File: config.mk
export PLATFORM = sky130hd
export DESIGN_NAME = axi_lite_cmd_arbiter_flat
export DESIGN_NICKNAME = d
export VERILOG_FILES = /design/src/rtl/axi_lite_cmd_arbiter_if.sv /design/src/rtl/axi_lite_cmd_arbiter.sv /design/src/flat_wrapper.sv
export SDC_FILE = /design/constraint.sdc
export NUM_CORES = 1
export LEC_CHECK = 0
export ABC_CLOCK_PERIOD_IN_PS = 3000
export CORE_MARGIN = 10
export CORE_UTILIZATION = 43
export DETAILED_ROUTE_END_ITERATION = 10
export PLACE_DENSITY_LB_ADDON = 0.08
export SLEW_MARGIN = 0
export SYNTH_ARGS = -nofsm -noshare
export SYNTH_HDL_FRONTEND = slang
export SYNTH_SLANG_ARGS = --single-unit
File: constraint.sdc
create_clock -name aclk -period 3 [get_ports aclk]
set_input_delay 0.45 -clock aclk [delete_from_list [all_inputs] [get_ports aclk]]
set_output_delay 0.45 -clock aclk [all_outputs]
set_load 0.02 [all_outputs]
File: src/rtl/axi_lite_cmd_arbiter_if.sv
// Purpose: command/response lanes of NUM_REQ requesters plus start/done link to one AXI-Lite master.
// Latency: none (wires only).
// Backpressure: requesters see req_ready as a one-cycle accept pulse; the master side is start/done pulses.
interface axi_lite_cmd_arbiter_if #(
  parameter int NUM_REQ = 2
);
  localparam int GW = $clog2(NUM_REQ);

  // requester command side
  logic [NUM_REQ-1:0]    req_valid;
  logic [NUM_REQ-1:0]    req_ready;
  logic [NUM_REQ-1:0]    req_write;
  logic [NUM_REQ*32-1:0] req_addr;
  logic [NUM_REQ*32-1:0] req_wdata;
  logic [NUM_REQ*4-1:0]  req_wstrb;

  // requester response side
  logic [NUM_REQ-1:0]    rsp_valid;
  logic [31:0]           rsp_rdata;
  logic [1:0]            rsp_resp;

  // toward the AXI-Lite master
  logic                  start_read;
  logic                  start_write;
  logic [31:0]           addr;
  logic [31:0]           data;
  logic [3:0]            wstrb;
  logic                  m_rdone;
  logic                  m_wdone;
  logic [31:0]           m_rdata;
  logic [1:0]            m_resp;

  // status
  logic                  busy;
  logic [GW-1:0]         grant;

  // arbiter view
  modport slave (
    input  req_valid, req_write, req_addr, req_wdata, req_wstrb,
    input  m_rdone, m_wdone, m_rdata, m_resp,
    output req_ready, rsp_valid, rsp_rdata, rsp_resp,
    output start_read, start_write, addr, data, wstrb,
    output busy, grant
  );

  // requester/master-model view
  modport master (
    output req_valid, req_write, req_addr, req_wdata, req_wstrb,
    output m_rdone, m_wdone, m_rdata, m_resp,
    input  req_ready, rsp_valid, rsp_rdata, rsp_resp,
    input  start_read, start_write, addr, data, wstrb,
    input  busy, grant
  );
endinterface

File: src/rtl/axi_lite_cmd_arbiter.sv
// Purpose: round-robin share of one AXI-Lite master among NUM_REQ command requesters, one command in flight.
// Latency: accept -> start pulse 1 cycle; master done -> rsp_valid 1 cycle; back-to-back 4 cycles + slave latency.
// Backpressure: req_ready only pulses in IDLE; a stalled slave is cut off after TIMEOUT WAIT cycles (0 = never).
module axi_lite_cmd_arbiter #(
  parameter int NUM_REQ = 2,
  parameter int TIMEOUT = 255
) (
  input  logic                  aclk,
  input  logic                  areset_n,
  axi_lite_cmd_arbiter_if.slave bus
);

  localparam int GW = $clog2(NUM_REQ);
  localparam int CW = (TIMEOUT > 0) ? $clog2(TIMEOUT + 1) : 1;

  localparam logic [1:0] S_IDLE  = 2'd0;
  localparam logic [1:0] S_ISSUE = 2'd1;
  localparam logic [1:0] S_WAIT  = 2'd2;
  localparam logic [1:0] S_RESP  = 2'd3;

  localparam logic [GW-1:0] LAST_INIT = GW'(NUM_REQ - 1);
  localparam logic [1:0]    RESP_TIMEOUT = 2'b11;

  // state
  logic [1:0]         r_state;
  logic [GW-1:0]      r_last_grant;
  logic [GW-1:0]      r_grant;

  // latched command of the granted requester
  logic               r_write;
  logic [31:0]        r_addr;
  logic [31:0]        r_data;
  logic [3:0]         r_wstrb;

  // WAIT-state cycle counter
  logic [CW-1:0]      r_cnt;

  // response registers, held between responses
  logic [31:0]        r_rsp_rdata;
  logic [1:0]         r_rsp_resp;

  // arbitration and selection
  logic               w_found;
  logic [GW-1:0]      w_winner;
  logic               w_sel_write;
  logic [31:0]        w_sel_addr;
  logic [31:0]        w_sel_wdata;
  logic [3:0]         w_sel_wstrb;

  // handshake helpers
  logic               w_idle;
  logic               w_accept;
  logic               w_done;
  logic [CW-1:0]      w_cnt_nxt;
  logic               w_timeout;
  logic [NUM_REQ-1:0] w_req_ready;
  logic [NUM_REQ-1:0] w_rsp_valid;

  assign w_idle   = (r_state == S_IDLE);
  assign w_accept = w_idle && w_found;

  // Round-robin pick: lowest requester above the pointer wins; otherwise wrap to the lowest at or below it.
  always_comb begin
    w_found  = 1'b0;
    w_winner = '0;
    for (int i = NUM_REQ - 1; i >= 0; i--) begin
      if (bus.req_valid[i] && (i <= int'(r_last_grant))) begin
        w_found  = 1'b1;
        w_winner = GW'(i);
      end
    end
    for (int i = NUM_REQ - 1; i >= 0; i--) begin
      if (bus.req_valid[i] && (i > int'(r_last_grant))) begin
        w_found  = 1'b1;
        w_winner = GW'(i);
      end
    end
  end

  // Mux the winner's command fields out of the packed requester buses.
  always_comb begin
    w_sel_write = 1'b0;
    w_sel_addr  = '0;
    w_sel_wdata = '0;
    w_sel_wstrb = '0;
    for (int i = 0; i < NUM_REQ; i++) begin
      if (w_winner == GW'(i)) begin
        w_sel_write = bus.req_write[i];
        w_sel_addr  = bus.req_addr[32*i +: 32];
        w_sel_wdata = bus.req_wdata[32*i +: 32];
        w_sel_wstrb = bus.req_wstrb[4*i +: 4];
      end
    end
  end

  // Completion must match the latched direction; the other done pulse is ignored.
  assign w_done    = r_write ? bus.m_wdone : bus.m_rdone;
  assign w_cnt_nxt = r_cnt + CW'(1);
  assign w_timeout = (TIMEOUT != 0) && (w_cnt_nxt == CW'(TIMEOUT));

  // Main FSM: IDLE -> ISSUE (1 cycle) -> WAIT -> RESP (1 cycle) -> IDLE.
  always_ff @(posedge aclk or negedge areset_n) begin
    if (!areset_n) begin
      r_state <= S_IDLE;
    end else begin
      case (r_state)
        S_IDLE:  if (w_found) r_state <= S_ISSUE;
        S_ISSUE: r_state <= S_WAIT;
        S_WAIT:  if (w_done || w_timeout) r_state <= S_RESP;
        S_RESP:  r_state <= S_IDLE;
        default: r_state <= S_IDLE;
      endcase
    end
  end

  // Grant bookkeeping: pointer starts at NUM_REQ-1 so requester 0 wins first after reset.
  always_ff @(posedge aclk or negedge areset_n) begin
    if (!areset_n) begin
      r_last_grant <= LAST_INIT;
      r_grant      <= '0;
    end else if (w_accept) begin
      r_last_grant <= w_winner;
      r_grant      <= w_winner;
    end
  end

  // Capture the accepted command once; later requester changes do not reach the master.
  always_ff @(posedge aclk or negedge areset_n) begin
    if (!areset_n) begin
      r_write <= 1'b0;
      r_addr  <= '0;
      r_data  <= '0;
      r_wstrb <= '0;
    end else if (w_accept) begin
      r_write <= w_sel_write;
      r_addr  <= w_sel_addr;
      r_data  <= w_sel_wdata;
      r_wstrb <= w_sel_wstrb;
    end
  end

  // Count WAIT cycles from zero; only meaningful when a timeout limit is configured.
  always_ff @(posedge aclk or negedge areset_n) begin
    if (!areset_n) begin
      r_cnt <= '0;
    end else if (r_state == S_ISSUE) begin
      r_cnt <= '0;
    end else if ((r_state == S_WAIT) && !w_done && (TIMEOUT != 0)) begin
      r_cnt <= w_cnt_nxt;
    end
  end

  // Register the response on leaving WAIT; a completion in the last allowed cycle beats the timeout.
  always_ff @(posedge aclk or negedge areset_n) begin
    if (!areset_n) begin
      r_rsp_rdata <= '0;
      r_rsp_resp  <= '0;
    end else if (r_state == S_WAIT) begin
      if (w_done) begin
        r_rsp_rdata <= r_write ? 32'h0 : bus.m_rdata;
        r_rsp_resp  <= bus.m_resp;
      end else if (w_timeout) begin
        r_rsp_rdata <= 32'h0;
        r_rsp_resp  <= RESP_TIMEOUT;
      end
    end
  end

  // One-hot accept and response pulses; accept is masked while reset is asserted.
  always_comb begin
    w_req_ready = '0;
    w_rsp_valid = '0;
    for (int i = 0; i < NUM_REQ; i++) begin
      w_req_ready[i] = areset_n && w_accept && (w_winner == GW'(i));
      w_rsp_valid[i] = (r_state == S_RESP) && (r_grant == GW'(i));
    end
  end

  assign bus.req_ready   = w_req_ready;
  assign bus.rsp_valid   = w_rsp_valid;
  assign bus.rsp_rdata   = r_rsp_rdata;
  assign bus.rsp_resp    = r_rsp_resp;
  assign bus.start_write = (r_state == S_ISSUE) && r_write;
  assign bus.start_read  = (r_state == S_ISSUE) && !r_write;
  assign bus.addr        = r_addr;
  assign bus.data        = r_data;
  assign bus.wstrb       = r_wstrb;
  assign bus.busy        = !w_idle;
  assign bus.grant       = r_grant;

  // Structural invariants of the start/accept/response pulses.
  a_start_excl : assert property (@(posedge aclk) disable iff (!areset_n)
    !(bus.start_read && bus.start_write));
  a_ready_onehot : assert property (@(posedge aclk) disable iff (!areset_n)
    $onehot0(bus.req_ready));
  a_rsp_onehot : assert property (@(posedge aclk) disable iff (!areset_n)
    $onehot0(bus.rsp_valid));
  a_ready_idle_only : assert property (@(posedge aclk) disable iff (!areset_n)
    (r_state != S_IDLE) |-> (bus.req_ready == '0));

endmodule

File: src/flat_wrapper.sv
// flat-port wrapper written by rule: the top's interface ports become plain ports
module axi_lite_cmd_arbiter_flat 
#(
  parameter int NUM_REQ = 2,
  parameter int TIMEOUT = 255
)
  (aclk, areset_n, bus_req_valid, bus_req_write, bus_req_addr, bus_req_wdata, bus_req_wstrb, bus_m_rdone, bus_m_wdone, bus_m_rdata, bus_m_resp, bus_req_ready, bus_rsp_valid, bus_rsp_rdata, bus_rsp_resp, bus_start_read, bus_start_write, bus_addr, bus_data, bus_wstrb, bus_busy, bus_grant);
  axi_lite_cmd_arbiter_if #(.NUM_REQ(NUM_REQ)) bus_i ();
  input  logic aclk;
  input  logic areset_n;
  input wire logic [$bits(bus_i.req_valid)-1:0] bus_req_valid;
  input wire logic [$bits(bus_i.req_write)-1:0] bus_req_write;
  input wire logic [$bits(bus_i.req_addr)-1:0] bus_req_addr;
  input wire logic [$bits(bus_i.req_wdata)-1:0] bus_req_wdata;
  input wire logic [$bits(bus_i.req_wstrb)-1:0] bus_req_wstrb;
  input wire logic [$bits(bus_i.m_rdone)-1:0] bus_m_rdone;
  input wire logic [$bits(bus_i.m_wdone)-1:0] bus_m_wdone;
  input wire logic [$bits(bus_i.m_rdata)-1:0] bus_m_rdata;
  input wire logic [$bits(bus_i.m_resp)-1:0] bus_m_resp;
  output wire logic [$bits(bus_i.req_ready)-1:0] bus_req_ready;
  output wire logic [$bits(bus_i.rsp_valid)-1:0] bus_rsp_valid;
  output wire logic [$bits(bus_i.rsp_rdata)-1:0] bus_rsp_rdata;
  output wire logic [$bits(bus_i.rsp_resp)-1:0] bus_rsp_resp;
  output wire logic [$bits(bus_i.start_read)-1:0] bus_start_read;
  output wire logic [$bits(bus_i.start_write)-1:0] bus_start_write;
  output wire logic [$bits(bus_i.addr)-1:0] bus_addr;
  output wire logic [$bits(bus_i.data)-1:0] bus_data;
  output wire logic [$bits(bus_i.wstrb)-1:0] bus_wstrb;
  output wire logic [$bits(bus_i.busy)-1:0] bus_busy;
  output wire logic [$bits(bus_i.grant)-1:0] bus_grant;
  assign bus_i.req_valid = bus_req_valid;
  assign bus_i.req_write = bus_req_write;
  assign bus_i.req_addr = bus_req_addr;
  assign bus_i.req_wdata = bus_req_wdata;
  assign bus_i.req_wstrb = bus_req_wstrb;
  assign bus_i.m_rdone = bus_m_rdone;
  assign bus_i.m_wdone = bus_m_wdone;
  assign bus_i.m_rdata = bus_m_rdata;
  assign bus_i.m_resp = bus_m_resp;
  assign bus_req_ready = bus_i.req_ready;
  assign bus_rsp_valid = bus_i.rsp_valid;
  assign bus_rsp_rdata = bus_i.rsp_rdata;
  assign bus_rsp_resp = bus_i.rsp_resp;
  assign bus_start_read = bus_i.start_read;
  assign bus_start_write = bus_i.start_write;
  assign bus_addr = bus_i.addr;
  assign bus_data = bus_i.data;
  assign bus_wstrb = bus_i.wstrb;
  assign bus_busy = bus_i.busy;
  assign bus_grant = bus_i.grant;
  axi_lite_cmd_arbiter #(.NUM_REQ(NUM_REQ), .TIMEOUT(TIMEOUT)) u_core (.aclk(aclk), .areset_n(areset_n), .bus(bus_i));
endmodule
==> qor.yml <==
outcome: "complete, no violations"
drc: 0
finClkSkew_ns: 0.00924
grt_usage_pct: 21.6
start_util_pct: 44.0
antenna_found_initial: 0
netlist_area_mm2: 0.00556
drt-total-wl_um: 19200
fillers: 936
stdcell_area_mm2: 0.00919
finalPower_mw: 9.35
tightest_slew_ns: 0.775
grt_pass1_vias: 5558
grt_max_degree: 140
synth.avg_cell_area_um2: 9.77
cp-end-kind: "output port"
core_mm2: 0.0126
ys_seq_elements: 115
layout_common_cells: "286 x clkdlybuf4s50_1, 114 x dfrtp_1, 107 x nand2_1"
fin_hold_ws_ns: 0.475
die_area_mm2: 0.0179
ant_nets: 0
cap_viol_max_count: 0
nets: 1030
rsz0062_at_grt: "no"
worstSetupStartpointType: "flop"
fin_util_pct: 72.9
synth_edf_count: 0
maxSlewViolCount: 0
cts_made_buffers: 17
dp_worst_setup_slack_ns: 0.457
synthTopCellsByArea: "dfrtp_1 51%, mux2i_1 13%, o21ai_0 9.2%, nand2_1 7.2%, nor2b_1 3.8%"
fmax_mhz: 360
clock_sinks: 115
setup_viol: 0
ir_drop_mv: 0.480
num_vias: 5110
ys.flop_type: "dfrtp_1"
setup_ws_ns: 0.225
p_int_mw: 5.75
cts_tree: "done"
cp.required_ns: 2.55
gp_congestion: 0.819
num_io_pins: 288
htreeDepth: 4
area_growth_pct: 65.4
cts-root-buf: "clkbuf_16"
ys_types: 40
die-height_um: 134
p_switching_mw: 3.60
instances_no_fill: 1029
finalCriticalPeriod_ns: 2.78
hold_violations: 0
ys_warn_count: 0
timing.reg2reg.worst_path_depth: 7
min_path_cells: 2
p_leak_nw: 3.94
yosysTopAreaCell: "dfrtp_1"
clock_latency_ns: 0.41
maxSlewHeadroom_pct: 48.4
finalSetupTns_ns: 0
postSynthCellCount: 569
switching_share_pct: 38.5
drtPass1Iterations: 6
port-buffer-count: 287
post_drt_wl_per_cell_um: 18.7
grt-ovfl-total: 0
synth.yosys.seq_area_share_pct: 51.8
dp_cells: 997
clkTransAtPathRegs_ns: 0.05
clock_path_buffers: 2
fin_crit_sh_pct: 92.5
powerDensity_mw_per_mm2: 1020
pwr-share-clk_pct: 21.9
crit_type: "reg2out"
cp.arrival_ns: 2.33
dpl_cell_area_mm2: 0.00858
grt_pass1_wl_um: 30300
synth_top_area_share_pct: 51.3
postCtsSetupBuffers: 0
critPathMaxFanout: 7
die_x_um: 134
rows: 41
synth_fp_nets: 754
via_per_inst: 4.97
diodes: 0
p_comb_share_pct: 48.7
p_seq_share_pct: 29.4
drt_iter0_drc: 274
layout-drive-gt1-share_pct: 5.48
mostFrequentLayoutCell: "clkdlybuf4s50_1"
hpwl_um: 14800
hp-class: "reg2reg"
async_flop_share_pct: 100
## cell families after synthesis
| group | Yosys count | synth area share (%) |
|---|---|---|
| buffers and inverters | 44 | 3.60 |
| AOI/OAI and AO/OA | 151 | 14.2 |
| adders and majority gates | 7 | 1.58 |
| muxes | 71 | 13.0 |
| DFF | 115 | 51.8 |
| and+or+nand+nor | 173 | 14.5 |
| xor gates and xnor gates | 8 | 1.40 |
## registers in the layout, indices dropped and copies added (netlist names)
signal,count
u_core.bus.addr,32
u_core.bus.data,32
u_core.bus.rsp_rdata,32
u_core.r_cnt,8
u_core.bus.wstrb,4
u_core.bus.rsp_resp,2
u_core.r_state,2
u_core.bus.grant,1
u_core.r_last_grant,1
u_core.r_write,1
## final cells by class
cell class                 instances  area [um2]  share of cell area, %
clock buffer                      21         470                   5.12
clock inverter                    10         131                   1.43
inverter                           5        18.8                  0.204
multi-input combinational        410        2500                   27.2
sequential                       115        2880                   31.3
tap                              172         215                   2.34
timing repair buffer             296        2980                   32.4
## timing repair
item,CTS,global route
hold buffers,1,0
endpoints found under the hold margin,1,0
resized for setup,0,0
## synth_stat cells, types with 2 or more instances
| library cell | instances |
|---|---|
| and2_1 | 4 |
| clkbuf_1 | 27 |
| o31a_1 | 3 |
| inv_1 | 5 |
| nand4_1 | 3 |
| nor2b_1 | 34 |
| nand2b_1 | 2 |
| nor2_1 | 10 |
| o21ai_1 | 2 |
| dfrtp_1 | 114 |
| xnor2_1 | 3 |
| mux2i_1 | 70 |
| nand3_1 | 3 |
| ha_1 | 7 |
| buf_6 | 3 |
| xor2_1 | 4 |
| o22a_1 | 2 |
| a21oi_1 | 36 |
| and3_1 | 2 |
| o21ai_0 | 102 |
| buf_2 | 7 |
| a31oi_1 | 2 |
| nand2_1 | 107 |
## worst max-delay path: stages (launching register included)
cell,delay (ns)
dfrtp_1,0.44
inv_1,0.15
ha_1,0.33
o21ai_4,0.11
nor3b_1,0.22
clkdlybuf4s50_1,0.67
## per-layer routing
metal / up-vias / part of all wire [%] / GRT usage, %
li1: 2497 / - / -
met1: 2378 / 37 / 21.2
met2: 198 / 51 / 37.3
met3: 37 / 10 / 11.6
met4: 0 / 2.9 / 9.25
met5: - / 0 / 0
## path summary, 6_finish.rpt
path | from | to | slack, ns
setup / recovery | u_core.r_state[1]$_DFFE_PN0P_ | bus_req_ready[0] | 0.22
hold / removal | u_core.bus.data[4]$_DFFE_PN0N_ | u_core.bus.data[4]$_DFFE_PN0N_ | 0.48
setup reg to reg | u_core.r_cnt[0]$_DFFE_PN0P_ | u_core.bus.rsp_rdata[22]$_DFFE_PN0P_ | 0.76
hold reg to reg | u_core.bus.data[4]$_DFFE_PN0N_ | u_core.bus.data[4]$_DFFE_PN0N_ | 0.48
max in group asynchronous | areset_n | u_core.bus.data[18]$_DFFE_PN0N_ | 1.00
min in group asynchronous | areset_n | u_core.r_last_grant$_DFFE_PN1N_ | 0.55
## power groups by stage
| stage | combinational [mW] | sequential (mW) | clock, mW |
|---|---|---|---|
| detailed placement | 4.61 | 2.76 | 0 |
| global placement | 4.52 | 2.70 | 0 |
| finish | 4.55 | 2.75 | 2.05 |
| global route | 4.98 | 2.85 | 2.16 |
| floorplan | 1.62 | 3.50 | 0 |
| CTS | 4.63 | 2.75 | 2.08 |
Power figures use the tool's default switching activity.
